`config.mk`:
```
export PLATFORM = sky130hd
export DESIGN_NAME = td4_core
export DESIGN_NICKNAME = d
export VERILOG_FILES = /design/src/rtl/td4_core.sv
export SDC_FILE = /design/constraint.sdc
export NUM_CORES = 1
export LEC_CHECK = 0
export BUFFER_PORTS_ARGS = -buffer_cell sky130_fd_sc_hd__buf_2
export CAP_MARGIN = 20
export CORE_ASPECT_RATIO = 1.1
export CORE_MARGIN = 4
export CORE_UTILIZATION = 39
export CTS_CLUSTER_DIAMETER = 200
export CTS_CLUSTER_SIZE = 25
export DETAILED_ROUTE_END_ITERATION = 6
export HOLD_SLACK_MARGIN = 0.1
export PLACE_DENSITY_LB_ADDON = 0.2
export SKIP_CTS_REPAIR_TIMING = 1
export SYNTH_ARGS = -nofsm -noshare
export SYNTH_HDL_FRONTEND = slang
export SYNTH_SLANG_ARGS = --single-unit
```
`constraint.sdc`:
```
create_clock -name clk -period 2.46 [get_ports clk]
set_input_delay 0.123 -clock clk [delete_from_list [all_inputs] [get_ports clk]]
set_output_delay 0.123 -clock clk [all_outputs]
set_load 0.01 [all_outputs]
```
`src/rtl/td4_core.sv`:
```
// td4_core: TD4 4-bit CPU, with the program counter, decode and A/B/OUT/carry datapath in one block.
// Optional build macro TD4_FETCH_REG_EN: registered IR plus a FETCH/EXEC FSM, two enabled cycles per instruction.
//
// state   | meaning  (TD4_FETCH_REG_EN only)
// S_FETCH | latch dout into IR, PC held
// S_EXEC  | execute IR, update registers and PC
module td4_core #(
  parameter logic [3:0] RESET_PC = 4'h0
) (
  input  logic       clk,
  input  logic       n_reset,
  input  logic       en,
  output logic [3:0] adr,
  input  logic [7:0] dout,
  input  logic [3:0] in_port,
  output logic [3:0] out_port,
  output logic       carry,
  output logic       halted
);
  localparam logic [3:0] OP_ADD_A  = 4'b0000;
  localparam logic [3:0] OP_MOV_AB = 4'b0001;
  localparam logic [3:0] OP_IN_A   = 4'b0010;
  localparam logic [3:0] OP_MOV_AI = 4'b0011;
  localparam logic [3:0] OP_MOV_BA = 4'b0100;
  localparam logic [3:0] OP_ADD_B  = 4'b0101;
  localparam logic [3:0] OP_IN_B   = 4'b0110;
  localparam logic [3:0] OP_MOV_BI = 4'b0111;
  localparam logic [3:0] OP_OUT_B  = 4'b1001;
  localparam logic [3:0] OP_OUT_I  = 4'b1011;
  localparam logic [3:0] OP_JNC    = 4'b1110;
  localparam logic [3:0] OP_JMP    = 4'b1111;

  logic [3:0] r_a, r_b, r_out, r_pc;
  logic       r_c, r_halt;

  logic [7:0] w_instr;
  logic       w_exec;
  logic [3:0] w_op, w_im;
  logic [4:0] w_sum;
  logic [3:0] w_a_nxt, w_b_nxt, w_out_nxt, w_pc_nxt;
  logic       w_c_nxt, w_halt_set;

`ifdef TD4_FETCH_REG_EN
  typedef enum logic {S_FETCH = 1'b0, S_EXEC = 1'b1} state_t;
  state_t     r_state;
  logic [7:0] r_ir;

  assign w_instr = r_ir;
  assign w_exec  = (r_state == S_EXEC);
`else
  assign w_instr = dout;
  assign w_exec  = 1'b1;
`endif

  assign w_op = w_instr[7:4];
  assign w_im = w_instr[3:0];

  // Non-ADD opcodes (jumps and undefined ones included) always clear carry.
  always_comb begin
    w_a_nxt    = r_a;
    w_b_nxt    = r_b;
    w_out_nxt  = r_out;
    w_pc_nxt   = r_pc + 4'd1;
    w_c_nxt    = 1'b0;
    w_halt_set = 1'b0;
    w_sum      = 5'd0;
    case (w_op)
      OP_ADD_A: begin
        w_sum   = {1'b0, r_a} + {1'b0, w_im};
        w_a_nxt = w_sum[3:0];
        w_c_nxt = w_sum[4];
      end
      OP_ADD_B: begin
        w_sum   = {1'b0, r_b} + {1'b0, w_im};
        w_b_nxt = w_sum[3:0];
        w_c_nxt = w_sum[4];
      end
      OP_MOV_AI: w_a_nxt   = w_im;
      OP_MOV_BI: w_b_nxt   = w_im;
      OP_MOV_AB: w_a_nxt   = r_b;
      OP_MOV_BA: w_b_nxt   = r_a;
      OP_IN_A:   w_a_nxt   = in_port;
      OP_IN_B:   w_b_nxt   = in_port;
      OP_OUT_B:  w_out_nxt = r_b;
      OP_OUT_I:  w_out_nxt = w_im;
      OP_JMP: begin
        w_pc_nxt   = w_im;
        w_halt_set = (w_im == r_pc);
      end
      OP_JNC: begin
        if (!r_c) begin
          w_pc_nxt   = w_im;
          w_halt_set = (w_im == r_pc);
        end
      end
      default: ;
    endcase
  end

  always_ff @(posedge clk) begin
    if (!n_reset) begin
      r_a    <= 4'h0;
      r_b    <= 4'h0;
      r_out  <= 4'h0;
      r_pc   <= RESET_PC;
      r_c    <= 1'b0;
      r_halt <= 1'b0;
`ifdef TD4_FETCH_REG_EN
      r_state <= S_FETCH;
      r_ir    <= 8'h00;
`endif
    end else if (en) begin
`ifdef TD4_FETCH_REG_EN
      if (r_state == S_FETCH) begin
        r_ir    <= dout;
        r_state <= S_EXEC;
      end else begin
        r_state <= S_FETCH;
      end
`endif
      if (w_exec) begin
        r_a    <= w_a_nxt;
        r_b    <= w_b_nxt;
        r_out  <= w_out_nxt;
        r_pc   <= w_pc_nxt;
        r_c    <= w_c_nxt;
        r_halt <= r_halt | w_halt_set;
      end
    end
  end

  assign adr      = r_pc;
  assign out_port = r_out;
  assign carry    = r_c;
  assign halted   = r_halt;

endmodule
```
==> flow_metrics.tcl <==
set metrics [dict create \
    clkLatencyLatePin_ns 0.29 \
    synth-edff-count 0 \
    start_util_pct 42.2 \
    htree_levels 1 \
    grt.overflow.total 0 \
    clock-sinks 18 \
    ys_seq_area_share_pct 27.1 \
    wl_um 3190 \
    path_cells "ha_1 > fa_1 > xor2_1 > mux4_2 > nor2_1 > nor2_1" \
    fin_crit_ns 1.84 \
    synth_xor_area_share_pct 3.95 \
    required_ns 2.65 \
    synth_cell_type_count 43 \
    avgSynthCellArea_um2 8.93 \
    cp_slowest_cell "mux4_2" \
    cts_tree "built" \
    fill_cells 306 \
    ys_async_sr_fraction_pct 0 \
    die_h_um 69.3 \
    drt_iter0_drc 29 \
    worstPathMaxFanout 3 \
    yosysTopAreaCell "dfxtp_1" \
    num_vias 1203 \
    yosysTopAreaCellShare_pct 27.1 \
    antennaDiodeCount 0 \
    muxShareOfSynthArea_pct 15.8 \
    r2r_start "r_a[0]$_SDFFE_PN0P_" \
    slew_violations 0 \
    tightest_slew_ns 0.597 \
    cellLeakagePower_nw 0.707 \
    ys_warn_count 0 \
    irDropWorstVdd_uv 238 \
    rsz0062_at_grt "no" \
    utilization_pct 47.3 \
    maxCapViolCount 0 \
    area_growth_pct 12.1 \
    crit_top_cell "nor2_1" \
    report.final.setup_viol 0 \
    tns_ns 0 \
    relSlewSlack_pct 59.9 \
    numCtsBuffers 3 \
    grt_pass1_wl_um 5540 \
    viasPerCell 5.90 \
    arrival_ns 2.03 \
    synthTopCellsByArea "dfxtp_1 (27%), mux2i_1 (9.0%), ha_1 (8.5%), mux4_2 (5.1%), nand2_1 (4.2%)" \
    clkTransAtPathRegs_ns 0.11 \
    yosysMostFrequentCell "dfxtp_1" \
    min_from "en" \
    synthSimpleGateAreaFrac_pct 17.9 \
    synth_flop_cell "dfxtp_1" \
    ant_nets 0 \
    numPortBuffers 24 \
    grt_max_degree 19 \
    dieArea_mm2 0.00441 \
    gp_congestion 0.857 \
    syn-num-nets 175 \
    synth_common_cells "dfxtp_1 (18), nand2_1 (15), mux2i_1 (12)" \
    outcome "finished, final reports clean" \
    num_rows 21 \
    synthCells 149 \
    first_global_vias 1161 \
    grt_usage_pct 15.6 \
    endpoint_kind "register" \
    syn_area_mm2 0.00133 \
    fin_skew_ns 0.00109 \
    hold_path.class "input pin to register" \
    crit_start "r_a[0]$_SDFFE_PN0P_" \
    cp_slowest_stage_delay_ns 0.46 \
    power_density_mw_per_mm2 432 \
    drive_gt1_share_pct 21.8 \
    fin_nets 197 \
    synthAdderAreaFrac_pct 11.5 \
    antenna_found_initial 0 \
    routedWlPerCell_um 15.7 \
    hold_viol 0 \
    root_buffer "clkbuf_4" \
    clockBufferDepth 2 \
    dpl.hpwl_um 2430 \
    synth_seq_cells 18 \
    boundaryPins 25 \
    core_mm2 0.00315 \
    die_w_um 63.7 \
    drc 0 \
    crit_path_start_kind "register" \
    fin_crit_sh_pct 74.7 \
    critPathKind "register to register" \
    clock.fmax_ghz 0.544 \
    synth_top_family_by_area "compound AO/OA/AOI/OAI gates" \
    synth_compound_area_share_pct 20.2 \
    dr.pass1.iters 4 \
]
[through the flow]
| step | setup slack (ns) | total power, mW | hold slack (ns) | instances | cell area (um2) |
|---|---|---|---|---|---|
| floorplan | 0.733 | 0.421 | 0.285 | 149 | 1330 |
| global placement | 0.679 | 0.463 | 0.434 | 200 | 1460 |
| detailed placement | 0.632 | 0.467 | 0.440 | 200 | 1460 |
| CTS | 0.617 | 0.657 | 0.120 | 204 | 1490 |
| global route | 0.562 | 0.693 | 0.146 | 204 | 1490 |
| finish | 0.622 | 0.644 | 0.137 | 204 | 1490 |
[sequential cells by signal (all words and copies together), names as in the netlist]
| register | cells |
|---|---|
| carry | 1 |
| r_a | 4 |
| out_port | 4 |
| adr | 4 |
| halted | 1 |
| r_b | 4 |
[critical path: cells and delay by family (launching register included)]
kind | cells | cell delay [ns]
fa+ha+maj | 2 | 0.61
xor+xnor | 1 | 0.18
mux | 1 | 0.46
simple gates | 2 | 0.16
flops | 1 | 0.34
[cell usage in the layout (no fill, tap or decap), types with 4 or more instances in the layout]
cell type / n
o21ai_0: 7
a21oi_1: 6
nand2_1: 15
xor2_1: 4
mux2i_1: 12
a21o_1: 4
ha_1: 9
nand3_1: 7
a21boi_0: 4
nor2_1: 11
dfxtp_1: 18
buf_2: 24
[final timing paths]
path                              end  slack, ns  cells past startpoint
setup / recovery  r_a[2]$_SDFFE_PN0P_       0.62                      6
hold / removal    adr[1]$_SDFFE_PN0P_       0.14                      2
setup reg to reg  r_a[2]$_SDFFE_PN0P_       0.62                      6
hold reg to reg   r_a[0]$_SDFFE_PN0P_       0.50                      2
[per-layer routing]
layer | wire [um] | track usage (%) | share of wire [%] | up-vias
li1 | - | - | - | 598
met1 | 1450 | 20.9 | 45 | 569
met4 | 34 | 4.08 | 1.1 | 0
met2 | 1530 | 25.5 | 48 | 32
met5 | 0 | 0 | 0 | -
met3 | 176 | 2.92 | 5.5 | 4
[power by group]
| group | switching, mW | internal, mW |
|---|---|---|
| Sequential | 0.0122 | 0.302 |
| Clock | 0.0941 | 0.0901 |
| Combinational | 0.0809 | 0.0644 |
| Total | 0.187 | 0.457 |
[logic make-up after synthesis]
logic type | after synthesis
fa+ha+maj | 11
buf+inv | 10
mux | 17
compound gates | 39
xor+xnor | 6
simple gates | 48
flops | 18
[area by class of cell]
cell class / instances / area, um2 / area share (%)
Multi-Input combinational cell: 121 / 922 / 61.8
Sequential cell: 18 / 360 / 24.1
Timing Repair Buffer: 24 / 120 / 8.05
Tap cell: 34 / 42.5 / 2.85
Clock buffer: 4 / 36.3 / 2.43
Inverter: 3 / 11.3 / 0.754
(Power assumes the default switching activity.)
